==> src/rtl/tl_source_tracker_if.sv <==
// TileLink A/D channel bundle snooped by tl_source_tracker.
// master drives the bus, slave only observes it.
interface tl_source_tracker_if #(
  parameter int SOURCE_W = 2
) ();
  logic                a_valid;
  logic                a_ready;
  logic [2:0]          a_opcode;
  logic [2:0]          a_size;
  logic [SOURCE_W-1:0] a_source;
  logic [31:0]         a_address;
  logic                d_valid;
  logic                d_ready;
  logic [2:0]          d_opcode;
  logic [2:0]          d_size;
  logic [SOURCE_W-1:0] d_source;

  modport master (
    output a_valid, a_ready, a_opcode, a_size, a_source, a_address,
    output d_valid, d_ready, d_opcode, d_size, d_source
  );

  modport slave (
    input a_valid, a_ready, a_opcode, a_size, a_source, a_address,
    input d_valid, d_ready, d_opcode, d_size, d_source
  );
endinterface

==> src/rtl/tl_source_tracker.sv <==
// Passive TileLink-UL/UH tracker: per-source in-flight table, beat counting and
// A/D pairing checks with registered error pulses and an occupancy view.
module tl_source_tracker #(
  parameter int SOURCE_W = 2,
  parameter int BEAT_LG  = 2,
  parameter int TIMEOUT  = 1024
) (
  input  logic                     clock,
  input  logic                     reset,
  tl_source_tracker_if.slave       tl,
  output logic [2**SOURCE_W-1:0]   inflight,
  output logic [SOURCE_W:0]        outstanding,
  output logic                     err_valid,
  output logic [3:0]               err_code,
  output logic [SOURCE_W-1:0]      err_source,
  output logic                     err_sticky
);
  localparam int N    = 2**SOURCE_W;
  localparam int WD_W = $clog2(TIMEOUT + 1);

  typedef enum logic {IDLE, BURST} burst_e;

  burst_e              a_state, d_state;
  logic [7:0]          a_left, d_left;
  logic [2:0]          a_op_q, a_sz_q, d_op_q, d_sz_q;
  logic [SOURCE_W-1:0] a_src_q, d_src_q;
  logic [2:0]          exp_op [N];
  logic [2:0]          exp_sz [N];
  logic [WD_W-1:0]     wd;

  function automatic logic [7:0] beats_of(input logic [2:0] size);
    beats_of = 8'd1;
    if (int'(size) > BEAT_LG) beats_of = 8'(1 << (int'(size) - BEAT_LG));
  endfunction

  function automatic logic [2:0] exp_d_op(input logic [2:0] op);
    case (op)
      3'd0, 3'd1:       exp_d_op = 3'd0;
      3'd2, 3'd3, 3'd4: exp_d_op = 3'd1;
      default:          exp_d_op = 3'd2;
    endcase
  endfunction

  logic                a_fire, a_first, a_busy, a_alloc;
  logic [7:0]          a_beats;
  logic [31:0]         a_mask;
  logic                d_fire, d_first, d_last, d_free;
  logic [7:0]          d_beats;
  logic [SOURCE_W-1:0] d_src;
  logic                wd_hit;
  logic [8:0]          errs;
  logic [N-1:0]        inf_nx;
  logic [SOURCE_W:0]   out_nx;
  logic [SOURCE_W-1:0] low_src, src_nx;
  logic [3:0]          code_nx;
  logic                found, low_found;

  always_comb begin
    a_fire  = tl.a_valid & tl.a_ready;
    a_first = (a_state == IDLE);
    a_beats = (tl.a_opcode <= 3'd3) ? beats_of(tl.a_size) : 8'd1;
    a_mask  = (32'h1 << tl.a_size) - 32'h1;

    d_fire  = tl.d_valid & tl.d_ready;
    d_first = (d_state == IDLE);
    d_beats = (tl.d_opcode == 3'd1) ? beats_of(tl.d_size) : 8'd1;
    d_last  = d_first ? (d_beats == 8'd1) : (d_left == 8'd1);
    d_src   = d_first ? tl.d_source : d_src_q;
    d_free  = d_fire & d_last;

    // A same-cycle last D beat on this source frees the entry before A looks at it.
    a_busy  = inflight[tl.a_source] & ~(d_free & (d_src == tl.a_source));
    a_alloc = a_fire & a_first & (tl.a_opcode <= 3'd5) & ~a_busy;

    wd_hit  = ~d_fire & (outstanding != '0) & (wd == WD_W'(TIMEOUT - 1));

    errs    = '0;
    errs[0] = a_fire & a_first & (tl.a_opcode <= 3'd5) & a_busy;
    errs[1] = a_fire & ~a_first & ((tl.a_opcode != a_op_q) | (tl.a_size != a_sz_q) |
                                   (tl.a_source != a_src_q));
    errs[2] = a_fire & a_first & (tl.a_opcode >= 3'd6);
    errs[3] = a_fire & a_first & ((tl.a_address & a_mask) != 32'h0);
    errs[4] = d_fire & d_first & ~inflight[tl.d_source];
    errs[5] = d_fire & d_first & inflight[tl.d_source] &
              (tl.d_opcode != exp_op[tl.d_source]);
    errs[6] = d_fire & d_first & inflight[tl.d_source] &
              (tl.d_size != exp_sz[tl.d_source]);
    errs[7] = d_fire & ~d_first & ((tl.d_opcode != d_op_q) | (tl.d_size != d_sz_q) |
                                   (tl.d_source != d_src_q));
    errs[8] = wd_hit;

    inf_nx = inflight;
    if (d_free)  inf_nx[d_src] = 1'b0;
    if (a_alloc) inf_nx[tl.a_source] = 1'b1;

    out_nx = '0;
    for (int unsigned i = 0; i < N; i++) out_nx = out_nx + (SOURCE_W+1)'(inf_nx[i]);

    low_src   = '0;
    low_found = 1'b0;
    for (int unsigned i = 0; i < N; i++) begin
      if (inflight[i] && !low_found) begin
        low_found = 1'b1;
        low_src   = SOURCE_W'(i);
      end
    end

    code_nx = '0;
    src_nx  = '0;
    found   = 1'b0;
    for (int unsigned i = 0; i < 9; i++) begin
      if (errs[i] && !found) begin
        found   = 1'b1;
        code_nx = 4'(i + 1);
        if (i < 4)      src_nx = tl.a_source;
        else if (i < 8) src_nx = tl.d_source;
        else            src_nx = low_src;
      end
    end
  end

  always_ff @(posedge clock) begin
    if (!reset) begin
      inflight    <= '0;
      outstanding <= '0;
      err_valid   <= 1'b0;
      err_code    <= '0;
      err_source  <= '0;
      err_sticky  <= 1'b0;
      a_state     <= IDLE;
      d_state     <= IDLE;
      a_left      <= '0;
      d_left      <= '0;
      a_op_q      <= '0;
      a_sz_q      <= '0;
      a_src_q     <= '0;
      d_op_q      <= '0;
      d_sz_q      <= '0;
      d_src_q     <= '0;
      wd          <= '0;
      for (int unsigned i = 0; i < N; i++) begin
        exp_op[i] <= '0;
        exp_sz[i] <= '0;
      end
    end else begin
      inflight    <= inf_nx;
      outstanding <= out_nx;
      err_valid   <= |errs;
      err_code    <= code_nx;
      err_source  <= src_nx;
      err_sticky  <= err_sticky | (|errs);

      if (a_fire) begin
        if (a_first) begin
          a_op_q  <= tl.a_opcode;
          a_sz_q  <= tl.a_size;
          a_src_q <= tl.a_source;
          if (a_beats > 8'd1) begin
            a_state <= BURST;
            a_left  <= a_beats - 8'd1;
          end
        end else begin
          a_left <= a_left - 8'd1;
          if (a_left == 8'd1) a_state <= IDLE;
        end
      end

      if (d_fire) begin
        if (d_first) begin
          d_op_q  <= tl.d_opcode;
          d_sz_q  <= tl.d_size;
          d_src_q <= tl.d_source;
          if (d_beats > 8'd1) begin
            d_state <= BURST;
            d_left  <= d_beats - 8'd1;
          end
        end else begin
          d_left <= d_left - 8'd1;
          if (d_left == 8'd1) d_state <= IDLE;
        end
      end

      if (a_alloc) begin
        exp_op[tl.a_source] <= exp_d_op(tl.a_opcode);
        exp_sz[tl.a_source] <= tl.a_size;
      end

      if (d_fire || outstanding == '0 || wd_hit) wd <= '0;
      else                                       wd <= wd + 1'b1;
    end
  end
endmodule

==> src/flat_wrapper.sv <==
// flat-port wrapper written by rule: the top's interface ports become plain ports
module tl_source_tracker_flat 
#(
  parameter int SOURCE_W = 2,
  parameter int BEAT_LG  = 2,
  parameter int TIMEOUT  = 1024
)
  (clock, reset, inflight, outstanding, err_valid, err_code, err_source, err_sticky, tl_a_valid, tl_a_ready, tl_a_opcode, tl_a_size, tl_a_source, tl_a_address, tl_d_valid, tl_d_ready, tl_d_opcode, tl_d_size, tl_d_source);
  tl_source_tracker_if #(.SOURCE_W(SOURCE_W)) tl_i ();
  input  logic clock;
  input  logic reset;
  output logic [2**SOURCE_W-1:0] inflight;
  output logic [SOURCE_W:0] outstanding;
  output logic err_valid;
  output logic [3:0] err_code;
  output logic [SOURCE_W-1:0] err_source;
  output logic err_sticky;
  input wire logic [$bits(tl_i.a_valid)-1:0] tl_a_valid;
  input wire logic [$bits(tl_i.a_ready)-1:0] tl_a_ready;
  input wire logic [$bits(tl_i.a_opcode)-1:0] tl_a_opcode;
  input wire logic [$bits(tl_i.a_size)-1:0] tl_a_size;
  input wire logic [$bits(tl_i.a_source)-1:0] tl_a_source;
  input wire logic [$bits(tl_i.a_address)-1:0] tl_a_address;
  input wire logic [$bits(tl_i.d_valid)-1:0] tl_d_valid;
  input wire logic [$bits(tl_i.d_ready)-1:0] tl_d_ready;
  input wire logic [$bits(tl_i.d_opcode)-1:0] tl_d_opcode;
  input wire logic [$bits(tl_i.d_size)-1:0] tl_d_size;
  input wire logic [$bits(tl_i.d_source)-1:0] tl_d_source;
  assign tl_i.a_valid = tl_a_valid;
  assign tl_i.a_ready = tl_a_ready;
  assign tl_i.a_opcode = tl_a_opcode;
  assign tl_i.a_size = tl_a_size;
  assign tl_i.a_source = tl_a_source;
  assign tl_i.a_address = tl_a_address;
  assign tl_i.d_valid = tl_d_valid;
  assign tl_i.d_ready = tl_d_ready;
  assign tl_i.d_opcode = tl_d_opcode;
  assign tl_i.d_size = tl_d_size;
  assign tl_i.d_source = tl_d_source;
  tl_source_tracker #(.SOURCE_W(SOURCE_W), .BEAT_LG(BEAT_LG), .TIMEOUT(TIMEOUT)) u_core (.clock(clock), .reset(reset), .tl(tl_i), .inflight(inflight), .outstanding(outstanding), .err_valid(err_valid), .err_code(err_code), .err_source(err_source), .err_sticky(err_sticky));
endmodule
==> config.mk <==
export PLATFORM = sky130hd
export DESIGN_NAME = tl_source_tracker_flat
export DESIGN_NICKNAME = d
export VERILOG_FILES = /design/src/rtl/tl_source_tracker_if.sv /design/src/rtl/tl_source_tracker.sv /design/src/flat_wrapper.sv
export SDC_FILE = /design/constraint.sdc
export NUM_CORES = 1
export LEC_CHECK = 0
export ABC_AREA = 1
export ABC_CLOCK_PERIOD_IN_PS = 3360
export CORE_MARGIN = 2
export CORE_UTILIZATION = 54
export DETAILED_ROUTE_END_ITERATION = 6
export DONT_BUFFER_PORTS = 1
export PLACE_DENSITY_LB_ADDON = 0.1
export SKIP_LAST_GASP = 1
export SYNTH_ARGS = -nofsm -noshare
export SYNTH_HDL_FRONTEND = slang
export SYNTH_SLANG_ARGS = --single-unit
==> constraint.sdc <==
create_clock -name clock -period 3.36 [get_ports clock]
set_input_delay 0.336 -clock clock [delete_from_list [all_inputs] [get_ports clock]]
set_output_delay 0.336 -clock clock [all_outputs]
set_load 0.01 [all_outputs]
After elaboration in Yosys (flattened, before gate mapping) --
Memory sizes are Yosys's and may differ from the RTL's. Cells that the tools add are included.
Storage, ports and cells: logic and storage cells 216, bits of input ports 54, memory bits (writable) 24, register bits 60, memories kept 2, output and inout port bits 15
Cells by class: bitwise logic cells 38, shift operators 3, reduce and logical (&&, ||, !) cells 43, mux-type cells 71, $add $sub $neg 11, order comparisons 12, equality and inequality tests 18
Memory list:
- u_core.exp_op | depth 4, bits a word 3, rd ports 1, clocked after Yosys merged registers in 0, write ports 4, RTL line tl_source_tracker.sv:27 | logic [2:0] exp_op [N];
- u_core.exp_sz | depth 4, bits a word 3, rd ports 1, clocked after Yosys merged registers in 0, write ports 4, RTL line tl_source_tracker.sv:28 | logic [2:0] exp_sz [N];
Operators by type and width (number):
- $mux W8 | 8
- $shl A1 B32 Y8 const A | 2
- $and A32 B32 Y32 | 1
- $mux W2 | 16
- $reduce_bool A32 Y1 | 1
- $shl A1 B3 Y32 const A | 1
- $sub A32 B1 Y32 const B | 1
- $sub A8 B1 Y8 const B | 4
- $mux W1 | 30
- $eq A8 B1 Y1 const B | 3
- $mux W3 | 8
- $and A1 B1 Y1 | 22
- $ne A3 B3 Y1 | 6
- $gt A8 B1 Y1 const B | 2
- $mux W4 | 4
- $logic_and A1 B1 Y1 | 13
- $reduce_or A3 Y1 | 4
- $add A11 B1 Y11 const B | 1
- $eq A11 B10 Y1 const B | 1
- $logic_not A1 Y1 | 11
- $lt A2 B3 Y1 const B | 3
- $reduce_or A9 Y1 | 1
- $reduce_and A2 Y1 | 4
- $sub A3 B2 Y4 const B | 2
- other kinds (25) | 47

Logic depth before layout (Yosys ltp) --
Gate-level depths: netlist of run 1.
depth after elaboration 36, gate-level depth with buffers 24, depth with buffers taken out 24

Least setup slack after synthesis of run 1 --
Ideal clock, no wire load.
path type input port to flip-flop, start point input port tl_d_size[1], end point register u_core.outstanding[1], setup time 0.110 ns, arrival time 3.000 ns, required time 3.250 ns, path slack 0.250 ns, stages 24, buffers on the path 0, path through inv_2 > ha_1 > a31oi_1 > inv_1 > nor3_1 > inv_1 > ha_1 > inv_1 > nor2_2 > nand3_1 > nand2_1 > nand2_1 > nand2_1 > nand2_1 > inv_1 > nand2_1 > nand2_1 > ha_1 > inv_1 > fa_1 > inv_1 > ha_1 > nand2_1 > inv_1
Between the ends: word-level cells in the longest chain between the ends 16, elaborated cells on any way between the ends 19, classes of those cells add/sub (4); order compare (1); eq/ne (1); shift (1); mux (5); bitwise (7)
Ends and longest elaborated chain:
- start: declaration | RTL line flat_wrapper.sv:27 | input wire logic [$bits(tl_i.d_size)-1:0] tl_d_size;
- $sub A3 B2 Y4 | RTL line tl_source_tracker.sv:33 | if (int'(size) > BEAT_LG) beats_of = 8'(1 << (int'(size) - BEAT_LG));
- $shl A1 B32 Y8 | RTL line tl_source_tracker.sv:33
- $mux W8 (*) | RTL line tl_source_tracker.sv:33
- $mux W8 (*) | RTL line tl_source_tracker.sv:66 | d_beats = (tl.d_opcode == 3'd1) ? beats_of(tl.d_size) : 8'd1;
- $eq A8 B1 Y1 (*) | RTL line tl_source_tracker.sv:67 | d_last = d_first ? (d_beats == 8'd1) : (d_left == 8'd1);
- $mux W1 (*) | RTL line tl_source_tracker.sv:67
- $and A1 B1 Y1 (*) | RTL line tl_source_tracker.sv:69 | d_free = d_fire & d_last;
- $and A1 B1 Y1 | RTL line tl_source_tracker.sv:72 | a_busy = inflight[tl.a_source] & ~(d_free & (d_src == tl.a_source));
- $not A1 Y1 | RTL line tl_source_tracker.sv:72
- $and A1 B1 Y1 | RTL line tl_source_tracker.sv:72
- $not A1 Y1 | RTL line tl_source_tracker.sv:73 | a_alloc = a_fire & a_first & (tl.a_opcode <= 3'd5) & ~a_busy;
- $and A1 B1 Y1 | RTL line tl_source_tracker.sv:73
- $mux W4 (*) | RTL line tl_source_tracker.sv:94 | if (a_alloc) inf_nx[tl.a_source] = 1'b1;
- named net u_core.inf_nx[1] | RTL line tl_source_tracker.sv:52 | logic [N-1:0] inf_nx;
- $add A1 B1 Y2 (*) | RTL line tl_source_tracker.sv:97 | for (int unsigned i = 0; i < N; i++) out_nx = out_nx + (SOURCE_W+1)'(inf_nx[i]);
- $add A3 B1 Y3 (*) (2 in series) | RTL line tl_source_tracker.sv:97
- named net u_core.out_nx[1] | RTL line tl_source_tracker.sv:53 | logic [SOURCE_W:0] out_nx;
- end signal: assignment | RTL line tl_source_tracker.sv:147 | outstanding <= out_nx;
- end: declaration | RTL line tl_source_tracker.sv:12 | output logic [SOURCE_W:0] outstanding,
The timed path passes the listed nets; every way through them passes the cells marked *. A chain may end at the register's enable or synchronous reset.

Worst setup path after layout of run 1 --
Ends and elaborated chain as after synthesis.

==> metrics.yaml, run 1 <==
nets: 771
relSlewSlack_pct: 58.60
worst-r2r-cell-count: 18
cellPowerDensity_nw_per_um2: 423.2
ys_top_cells_by_area: "dfxtp_1 (24%), edfxtp_1 (12%), nand2_1 (9.9%)"
arrival_ns: 3.27
worst_clock_skew_ns: 0.01119
final_hold_viol_count: 0
finalInstanceArea_um2: 5295
synthTopCellsByCount: "nand2_1 (131), nor2_1 (98), inv_1 (86), dfxtp_1 (60), o21ai_0 (49)"
most_common_cell_in_the_netlist: "nand2_1"
yosys_warnings: 0
synth_enable_flop_cells: 20
finish.utilization_pct: 58.13
p_leak_nw: 2.321
worstPathBufferInverterCount: 8
timing.critical_path.max_delay_family: "adder cells"
cts.repair_timing.setup_buffer_count: 0
crit_slowest_cell: "fa_1"
clock.fmax_mhz: 331.4
clock_tree.htree_level_count: 3
detail_route.drc_violations: 0
rsz0062_at_grt: "false"
global_route_wire_length_before_repair_um: 19230
placement_rows: 35
post-dp-hpwl_um: 8497
slowest_delay_ns: 0.40
drive_gt1_share_pct: 10.41
initial_utilization_pct: 54.74
grt_start_max_net_pins: 36
ctsRootBufferMaster: "clkbuf_8"
synth_sequential_area_ratio_pct: 36.14
cap_violations: 0
port-buffer-count: 0
core_area_um2: 9109
outcome: "finished, final reports clean"
syn-num-nets: 773
overall_global_routing_resource_usage_pct: 23.77
first_iter_violations: 140
synth_register_bits: 80
final_cells: 812
worst-slew-pin-transition_ns: 0.6203
postRouteAntennaNets: 0
synthDominantCellAreaShare_pct: 24.09
routedWlPerCell_um: 13.76
worst_setup_path_start_kind: "input port"
placedInstanceArea_um2: 5062
vias_per_instance: 5.413
grt_remaining_overflow: 0
count_of_different_cell_masters_after_synthesis: 47
setup.worst_path.class: "input port to flip-flop"
placed_instances: 796
tritoncts_clock_tree: "done"
max-vdd-ir-drop_mv: 0.2299
post-route-min-period_ns: 3.018
layout_setup_ws_ns: 0.3424
end_kind: "flip-flop"
setup-violations-final: 0
slew_viol_final: 0
worstHoldPathType: "input port to flip-flop"
syn_area_um2: 4986
fp.dieH_um: 100.1
synth_area_leader_cell: "dfxtp_1"
layout-area-overhead-vs-synth_pct: 6.198
worst-path-stages: 24
timing.final.crit_share_pct: 89.81
dieArea_um2: 10020
die_w_um: 100.1
ys_dominant_reg_cell: "dfxtp_1"
max-clock-path-buffers: 2
timing.critical_path.cells: "inv_2 > ha_1 > a31oi_1 > inv_1 > nor3_1 > inv_1 > ha_1 > inv_1 > nor2_2 > nand3_1 > nand2_1 > nand2_1 > nand2_1 > nand2_1 > inv_1 > nand2_1 > nand2_1 > ha_1 > inv_1 > fa_1 > inv_1 > ha_1 > nand2_1 > inv_1"
asyncSetResetFlopFracSynth_pct: 0
worstPathRequired_ns: 3.61
cts.reportedPaths.clkPinSlew_ns: 0.09
syn-instance-count: 698
antenna_diode_count: 0
report.power.total_mw: 2.241
num_vias: 4395
clk-insertion-delay-late_ns: 0.35
wirelength_um: 11170
grt_antenna_before_repair: 0
dpl_worst_slack_ns: 0.002658
number_of_buffers_created_by_cts: 9
first_global_vias: 4242
gpl.final_weighted_congestion: 0.8482
timing.hold.ws_ns: 0.09872
hold_path_cells: 2
ios: 69
syn-mean-instance-area_um2: 7.143
drt_pass1_iterations: 5
critical_path.max_fanout: 6
cts.sinks: 80
setup-tns-final_ns: 0
fillers: 903
[registers in the layout (all words and copies together), names as in the netlist, 2 cells and up]
name,flops
u_core.exp_sz,12
u_core.exp_op,8
u_core.inflight,4
u_core.a_op_q,3
u_core.a_left,8
u_core.outstanding,3
u_core.a_src_q,2
u_core.err_source,2
u_core.d_left,8
u_core.wd,11
u_core.d_op_q,3
u_core.a_sz_q,3
u_core.err_code,4
u_core.d_src_q,2
u_core.d_sz_q,3
[cells by family after synthesis]
| group | synth area share (%) |
|---|---|
| DFF | 36.14 |
| AOI/OAI and AO/OA | 15.03 |
| xor gates and xnor gates | 4.040 |
| buffers and inverters | 9.661 |
| adders and majority gates | 5.420 |
| and+or+nand+nor | 29.71 |
[repair_timing]
action | CTS | global route
hold buffers | 0 | 0
resized for setup | 0 | 1
endpoints found under the setup margin | 0 | 1
[layout by cell type (no fill, tap or decap), types with 3 or more instances in the layout]
cell type | netlist | final
a211oi_1 | 7 | 7
a21oi_1 | 34 | 34
a21oi_2 | 6 | 6
a22oi_1 | 3 | 3
a31oi_1 | 10 | 10
buf_4 | 3 | 7
clkbuf_8 | 0 | 9
dfxtp_1 | 60 | 59
edfxtp_1 | 20 | 20
ha_1 | 20 | 20
inv_1 | 86 | 86
inv_2 | 10 | 10
nand2_1 | 131 | 131
nand2_2 | 7 | 7
nand3_1 | 38 | 38
nand3_2 | 6 | 6
nand4_1 | 8 | 8
nor2_1 | 98 | 98
nor2_2 | 8 | 8
nor2_4 | 5 | 5
nor3_1 | 14 | 14
nor3b_1 | 3 | 3
nor4_1 | 3 | 3
o211ai_1 | 3 | 3
o21a_1 | 3 | 3
o21ai_0 | 49 | 49
or2_2 | 4 | 4
xnor2_1 | 9 | 9
xor2_1 | 14 | 14
[power by group]
part           switching [mW]  internal, mW  total [mW]
registers              0.0376          1.03        1.07
clock network           0.366         0.467       0.833
logic                   0.211         0.126       0.337
[layer usage]
layer | share of wire, % | up-vias | wire, um | track usage, %
met3 | 5.4 | 14 | 601 | 5.850
li1 | - | 2272 | - | -
met5 | 0 | - | 0 | 0
met2 | 51 | 73 | 5646 | 42.67
met1 | 43 | 2036 | 4790 | 28.14
met4 | 1.2 | 0 | 132 | 6.955
[final timing paths]
kind / slack (ns) / endpoint / start
worst max-delay path: 0.34 / u_core.outstanding[1]$_SDFF_PN0_ / tl_d_size[1]
worst min-delay path: 0.1 / u_core.outstanding[2]$_SDFF_PN0_ / reset
worst max register to register: 0.50 / u_core.outstanding[1]$_SDFF_PN0_ / u_core.d_state$_SDFFE_PN0P_
worst min register to register: 0.45 / u_core.wd[0]$_SDFF_PP0_ / u_core.wd[0]$_SDFF_PP0_
[worst register-to-register path, stage by stage (launching register included)]
cell     delay [ns]
dfxtp_2        0.44
inv_2          0.14
or2_1          0.23
o21a_1         0.15
xor2_1         0.15
nor2_1         0.05
nand2_1        0.09
nand2_1        0.05
nand2_1        0.10
inv_1          0.09
nand2_1        0.08
nand2_1        0.06
ha_1           0.29
inv_1          0.05
fa_1           0.40
inv_1          0.06
ha_1           0.21
nand2_1        0.06
inv_1          0.03
[cell type report]
cell class | count | area, um2 | share of cell area, %
Sequential cell | 80 | 1803 | 34.05
Tap cell | 111 | 138.9 | 2.623
Multi-Input combinational cell | 501 | 2703 | 51.04
Inverter | 97 | 366.6 | 6.923
Clock inverter | 4 | 75.07 | 1.418
Clock buffer | 12 | 156.4 | 2.954
Timing Repair Buffer | 7 | 52.55 | 0.9924
No activity file was read; power rests on OpenSTA's default activity.
==> run 2, diff against run 1 <==
--- a/config.mk
+++ b/config.mk
@@ -11,6 +11,8 @@
 export CORE_UTILIZATION = 54
 export DETAILED_ROUTE_END_ITERATION = 6
 export DONT_BUFFER_PORTS = 1
+export GPL_TIMING_DRIVEN = 0
+export HOLD_SLACK_MARGIN = 0.03
 export PLACE_DENSITY_LB_ADDON = 0.1
 export SKIP_LAST_GASP = 1
 export SYNTH_ARGS = -nofsm -noshare
==> metrics.yaml, run 2 (synthesis gave the netlist of run 1 again) <==
post-route-min-period_ns: 3.047  # +0.02935 ns
max-clock-path-buffers: 2  # unchanged
setup-violations-final: 0  # unchanged
setup-tns-final_ns: 0  # unchanged
registers.top_by_ff_count: "u_core.exp_sz"
worstPathRequired_ns: 3.62  # about the same
hold_path_cells: 2  # unchanged
layout-area-overhead-vs-synth_pct: 7.629
worst_clock_skew_ns: 0.01488  # +0.003689 ns
crit-reg2reg-launch: "u_core.d_state$_SDFFE_PN0P_"
hp-start: "reset"
cts.reportedPaths.clkPinSlew_ns: 0.08  # about the same
cts_hold_repair.buffers: 0  # unchanged
initial_utilization_pct: 54.74  # unchanged
detail_route.drc_violations: 0  # unchanged
clk-insertion-delay-late_ns: 0.35  # about the same
flip_flop_count_of_the_largest_register_after_layout: 12  # unchanged
dieArea_um2: 10020  # unchanged
regToRegSetupSlack_ns: 0.56  # +0.06 ns
hold-path-endpoint: "u_core.a_left[5]$_SDFFE_PN0P_"
grt_antenna_before_repair: 0  # unchanged
core_area_um2: 9109  # unchanged
setup.worst_path.class: "input port to flip-flop"
first_global_vias: 4183  # -1.4%
number_of_buffers_created_by_cts: 9  # unchanged
layout.cells.most_common: "nand2_1"
max-vdd-ir-drop_mv: 0.2223  # -3.3%
outcome: "finished, final reports clean"
slew_viol_final: 0  # unchanged
first_iter_violations: 236  # +69%
overall_global_routing_resource_usage_pct: 23.90  # +0.13 points
worst-slew-pin-transition_ns: 0.7041  # +0.08373 ns
placedInstanceArea_um2: 5125  # +1.2%
cts.repair_timing.setup_buffer_count: 0  # unchanged
ctsRootBufferMaster: "clkbuf_8"
cap_violations: 0  # unchanged
r2r_end: "u_core.outstanding[1]$_SDFF_PN0_"
cellPowerDensity_nw_per_um2: 414.5  # -2.1%
global_route_wire_length_before_repair_um: 19100  # -0.68%
port-buffer-count: 0  # unchanged
relSlewSlack_pct: 53.06  # -5.5 points
placement_rows: 35  # unchanged
clock.fmax_mhz: 328.2  # -0.96%
clock_tree.htree_level_count: 3  # unchanged
grt_remaining_overflow: 0  # unchanged
worst_setup_path_start_kind: "input port"
cts.sinks: 80  # unchanged
die_w_um: 100.1  # unchanged
drive_gt1_share_pct: 11.20  # +0.79 points
grt_start_max_net_pins: 15  # -58%
critical_path.max_fanout: 4  # -2
worst-r2r-cell-count: 19  # +1
drt_pass1_iterations: 5  # unchanged
tritoncts_clock_tree: "done"
post-dp-hpwl_um: 8886  # +4.6%
arrival_ns: 3.30  # +0.03 ns
vias_per_instance: 5.423  # +0.19%
fp.dieH_um: 100.1  # unchanged
finalInstanceArea_um2: 5366  # +1.3%
num_vias: 4474  # +1.8%
dpl_worst_slack_ns: -0.1725  # -0.1752 ns
wirelength_um: 11490  # +2.9%
worstHoldPathType: "input port to flip-flop"
top_regs: "u_core.exp_sz: 12 flops, u_core.wd: 11 flops"
routedWlPerCell_um: 13.93  # +1.2%
nets: 784  # +1.7%
timing.final.crit_share_pct: 90.68  # +0.87 points
postRouteAntennaNets: 0  # unchanged
antenna_diode_count: 0  # unchanged
layout_common_cells: "nand2_1 (131), nor2_1 (98), inv_1 (86)"
ios: 69  # unchanged
final_hold_viol_count: 0  # unchanged
layout_setup_ws_ns: 0.3130  # -0.02935 ns
gpl.final_weighted_congestion: 0.8547  # +0.77%
p_leak_nw: 2.354  # +1.4%
end_kind: "flip-flop"
-- run 2: changes by cell type in the layout (fill, tap and decap cells not counted), moves of 3 or more --
cell,previous run,this run
clkbuf_1,2,8
buf_4,7,3
buf_6,0,3
buf_2,0,5
-- run 2: where the power goes --
part	internal (mW)	switching, mW
Combinational	0.132	0.236
Clock	0.413	0.374
Sequential	1.03	0.0359
Total	1.58	0.646
-- run 2: worst max-delay path by stage --
stage	startpoint	to	slack, ns	cells after the start
final	tl_d_size[2]	u_core.outstanding[1]$_SDFF_PN0_	0.31	22
after global routing	tl_d_size[2]	u_core.outstanding[1]$_SDFF_PN0_	-0.02	24
after CTS	tl_d_size[2]	u_core.outstanding[1]$_SDFF_PN0_	0.21	24
after detailed placement	tl_d_size[2]	u_core.outstanding[1]$_SDFF_PN0_	-0.17	24
after global placement	tl_d_size[2]	u_core.outstanding[1]$_SDFF_PN0_	-0.13	24
after floorplan	tl_d_size[1]	u_core.outstanding[1]$_SDFF_PN0_	0.25	24
-- run 2: metrics by stage --
step | hold WS, ns | cells | total power [mW] | utilization (%)
3_5_place_dp | 0.4501 | 809 | 1.455 | 56.26
3_3_place_gp | 0.4292 | 809 | 1.446 | 56.26
4_1_cts | 0.1045 | 825 | 2.231 | 58.72
5_1_grt | 0.1052 | 825 | 2.332 | 58.91
6_report | 0.1201 | 825 | 2.224 | 58.91
2_1_floorplan | 0.4176 | 698 | 1.375 | -
-- run 2: timing repair --
item                                    4_1_cts  5_1_grt
hold endpoints to repair                      0        0
gates resized for setup                       0        3
endpoints found under the setup margin        0        2
-- run 2: per-layer routing --
| layer | vias up | track usage, % | part of all wire [%] | wire length (um) |
|---|---|---|---|---|
| li1 | 2307 | - | - | - |
| met1 | 2048 | 28.94 | 43 | 4939 |
| met2 | 98 | 42.26 | 50 | 5740 |
| met3 | 21 | 4.387 | 5.1 | 591 |
| met4 | 0 | 9.062 | 1.9 | 219 |
| met5 | - | 0 | 0 | 0 |
-- run 2: area by class of cell --
| type | count | area (um2) |
|---|---|---|
| fillers | 857 | 3742 |
| multi-input cells | 501 | 2720 |
| flip-flops and latches | 80 | 1802 |
| inverters | 97 | 366.6 |
| clock buffers | 11 | 162.7 |
| well taps | 111 | 138.9 |
| plain buffers | 20 | 115.1 |
| clock inverters | 5 | 61.31 |
-- run 2: critical path: stages --
cell     delay [ns]
inv_1          0.06
ha_1           0.30
nand4_1        0.15
or2_2          0.33
ha_1           0.20
inv_1          0.06
nor2_2         0.04
nand3_1        0.08
nand2_1        0.11
nand2_1        0.12
nand2_1        0.06
nand2_1        0.09
inv_1          0.08
nand2_1        0.10
nand2_1        0.07
ha_1           0.28
inv_1          0.05
fa_1           0.41
inv_1          0.06
ha_1           0.21
nand2_1        0.06
inv_1          0.04
==> run 3, diff against run 2 <==
--- a/config.mk
+++ b/config.mk
@@ -6,7 +6,7 @@
 export NUM_CORES = 1
 export LEC_CHECK = 0
 export ABC_AREA = 1
-export ABC_CLOCK_PERIOD_IN_PS = 3360
+export ABC_CLOCK_PERIOD_IN_PS = 3900
 export CORE_MARGIN = 2
 export CORE_UTILIZATION = 54
 export DETAILED_ROUTE_END_ITERATION = 6
==> constraint.sdc (replaced) <==
create_clock -name clock -period 3.9 [get_ports clock]
set_input_delay 0.39 -clock clock [delete_from_list [all_inputs] [get_ports clock]]
set_output_delay 0.39 -clock clock [all_outputs]
set_load 0.01 [all_outputs]
==> metrics.yaml, run 3 (synthesis gave the netlist of run 1 again) <==
clock_tree.htree_level_count: 3  # unchanged
switchingPower_mw: 0.5531  # -14%
core_area_um2: 9109  # unchanged
worstHoldPathType: "input port to flip-flop"
top_regs: "u_core.exp_sz: 12 flops, u_core.wd: 11 flops"
global_route_wire_length_before_repair_um: 19100  # unchanged
setup.worst_path.class: "input port to flip-flop"
first_global_vias: 4183  # unchanged
gpl.final_weighted_congestion: 0.8547  # unchanged
relSlewSlack_pct: 52.18  # -0.88 points
cap_violations: 0  # unchanged
max-vdd-ir-drop_mv: 0.1912  # -14%
p_comb_share_pct: 16.5  # about the same
hold_path_cells: 2  # unchanged
first_iter_violations: 203  # -14%
registers.top_by_ff_count: "u_core.exp_sz"
max-clock-path-buffers: 2  # unchanged
p_seq_share_pct: 48.2  # about the same
grt_remaining_overflow: 0  # unchanged
die_w_um: 100.1  # unchanged
dpl_worst_slack_ns: 0.3135  # +0.4860 ns
worst_clock_skew_ns: 0.01419  # -0.0006869 ns
clock.fmax_mhz: 313.7
end_kind: "flip-flop"
post-dp-hpwl_um: 8886  # unchanged
post-route-min-period_ns: 3.187
worst-slew-pin-transition_ns: 0.7173  # +0.01318 ns
setup-violations-final: 0  # unchanged
worst_setup_path_start_kind: "input port"
regToRegSetupSlack_ns: 1.11  # +0.55 ns
initial_utilization_pct: 54.74  # unchanged
fillers: 858  # +0.12%
wirelength_um: 11530  # +0.38%
num_vias: 4451  # -0.51%
hold-path-endpoint: "u_core.a_left[5]$_SDFFE_PN0P_"
ctsRootBufferMaster: "clkbuf_8"
routedWlPerCell_um: 13.98  # +0.38%
placement_rows: 35  # unchanged
detail_route.drc_violations: 0  # unchanged
grt_start_max_net_pins: 15  # unchanged
antenna_diode_count: 0  # unchanged
finish.utilization_pct: 58.72  # -0.19 points
ios: 69  # unchanged
grt_antenna_before_repair: 0  # unchanged
crit-reg2reg-launch: "u_core.d_state$_SDFFE_PN0P_"
cts.repair_timing.setup_buffer_count: 0  # unchanged
fp.dieH_um: 100.1  # unchanged
slew_viol_final: 0  # unchanged
clk-insertion-delay-late_ns: 0.35  # about the same
r2r_end: "u_core.outstanding[1]$_SDFF_PN0_"
worstPathRequired_ns: 4.15  # +0.53 ns
vias_per_instance: 5.395  # -0.51%
outcome: "finished, final reports clean"
layout_setup_ws_ns: 0.7126  # +0.3995 ns
final_hold_viol_count: 0  # unchanged
timing.final.crit_share_pct: 81.73
port-buffer-count: 0  # unchanged
drive_gt1_share_pct: 10.92  # -0.28 points
p_leak_nw: 2.352  # -0.12%
critical_path.max_fanout: 4  # unchanged
dieArea_um2: 10020  # unchanged
rsz0062_at_grt: "false"
layout-area-overhead-vs-synth_pct: 7.277
worst-r2r-cell-count: 19  # unchanged
flip_flop_count_of_the_largest_register_after_layout: 12  # unchanged
power.switching_fraction_pct: 28.93  # -0.13 points
number_of_buffers_created_by_cts: 9  # unchanged
overall_global_routing_resource_usage_pct: 23.90  # unchanged
cts_resized: 0  # unchanged
clkPwrFrac_pct: 35.3  # about the same
postRouteAntennaNets: 0  # unchanged
drt_pass1_iterations: 4  # -1
setup-tns-final_ns: 0  # unchanged
cts.reportedPaths.clkPinSlew_ns: 0.08  # about the same
cts.sinks: 80  # unchanged
tritoncts_clock_tree: "done"
power.internal_mw: 1.359  # -14%
hp-start: "reset"
layout.cells.most_common: "nand2_1"
layout_common_cells: "nand2_1 (131), nor2_1 (98), inv_1 (86)"
nets: 784  # unchanged
cellPowerDensity_nw_per_um2: 357.5  # -14%
arrival_ns: 3.44  # +0.14 ns
cts_hold_repair.buffers: 0  # unchanged
## run 3: layout make-up
class | instances | area (um2) | area share [%]
clock inverters | 5 | 61.31 | 1.146
inverters | 97 | 366.6 | 6.854
plain buffers | 20 | 115.1 | 2.152
flip-flops and latches | 80 | 1802 | 33.68
well taps | 111 | 138.9 | 2.596
multi-input cells | 501 | 2703 | 50.53
clock buffers | 11 | 162.7 | 3.041
## run 3: worst max-delay path by stage
stage,endpoint,start,cells after the start
finish,u_core.outstanding[1]$_SDFF_PN0_,tl_d_size[2],24
global route,u_core.outstanding[1]$_SDFF_PN0_,tl_d_size[2],24
CTS,u_core.outstanding[1]$_SDFF_PN0_,tl_d_size[2],24
detailed placement,u_core.outstanding[1]$_SDFF_PN0_,tl_d_size[2],24
global placement,u_core.outstanding[1]$_SDFF_PN0_,tl_d_size[2],24
floorplan,u_core.outstanding[1]$_SDFF_PN0_,tl_d_size[1],24
## run 3: layer usage
metal | track usage, % | wire (um)
met1 | 28.94 | 4870
met2 | 42.26 | 5877
met3 | 4.387 | 687
met4 | 9.062 | 99
met5 | 0 | 0
## run 3: power by group through the flow
stage	Clock [mW]	Sequential (mW)	Combinational, mW
2_1_floorplan	0	0.932	0.253
3_3_place_gp	0	0.939	0.307
4_1_cts	0.686	0.921	0.315
5_1_grt	0.721	0.926	0.361
3_5_place_dp	0	0.940	0.313
6_report	0.676	0.921	0.315
## run 3: critical path, stage by stage
cell	delay, ns
inv_1	0.06
ha_1	0.23
a31oi_1	0.17
inv_1	0.05
nor3_1	0.35
inv_1	0.08
ha_1	0.18
inv_1	0.06
nor2_2	0.04
nand3_1	0.08
nand2_1	0.11
nand2_1	0.12
nand2_1	0.06
nand2_1	0.09
inv_1	0.08
nand2_1	0.10
nand2_1	0.07
ha_1	0.28
inv_1	0.05
fa_1	0.41
inv_1	0.06
ha_1	0.21
nand2_1	0.06
inv_1	0.04
## run 3: metrics by stage
stage                     total power, mW  area [um2]  cells  hold slack, ns
after detailed placement            1.253        5125    809          0.4501
after global placement              1.246        5125    809          0.4292
after floorplan                     1.185        4986    698          0.4176
final                               1.912        5349    825          0.1760
after global routing                2.007        5349    825          0.1592
after CTS                           1.922        5349    825          0.1585
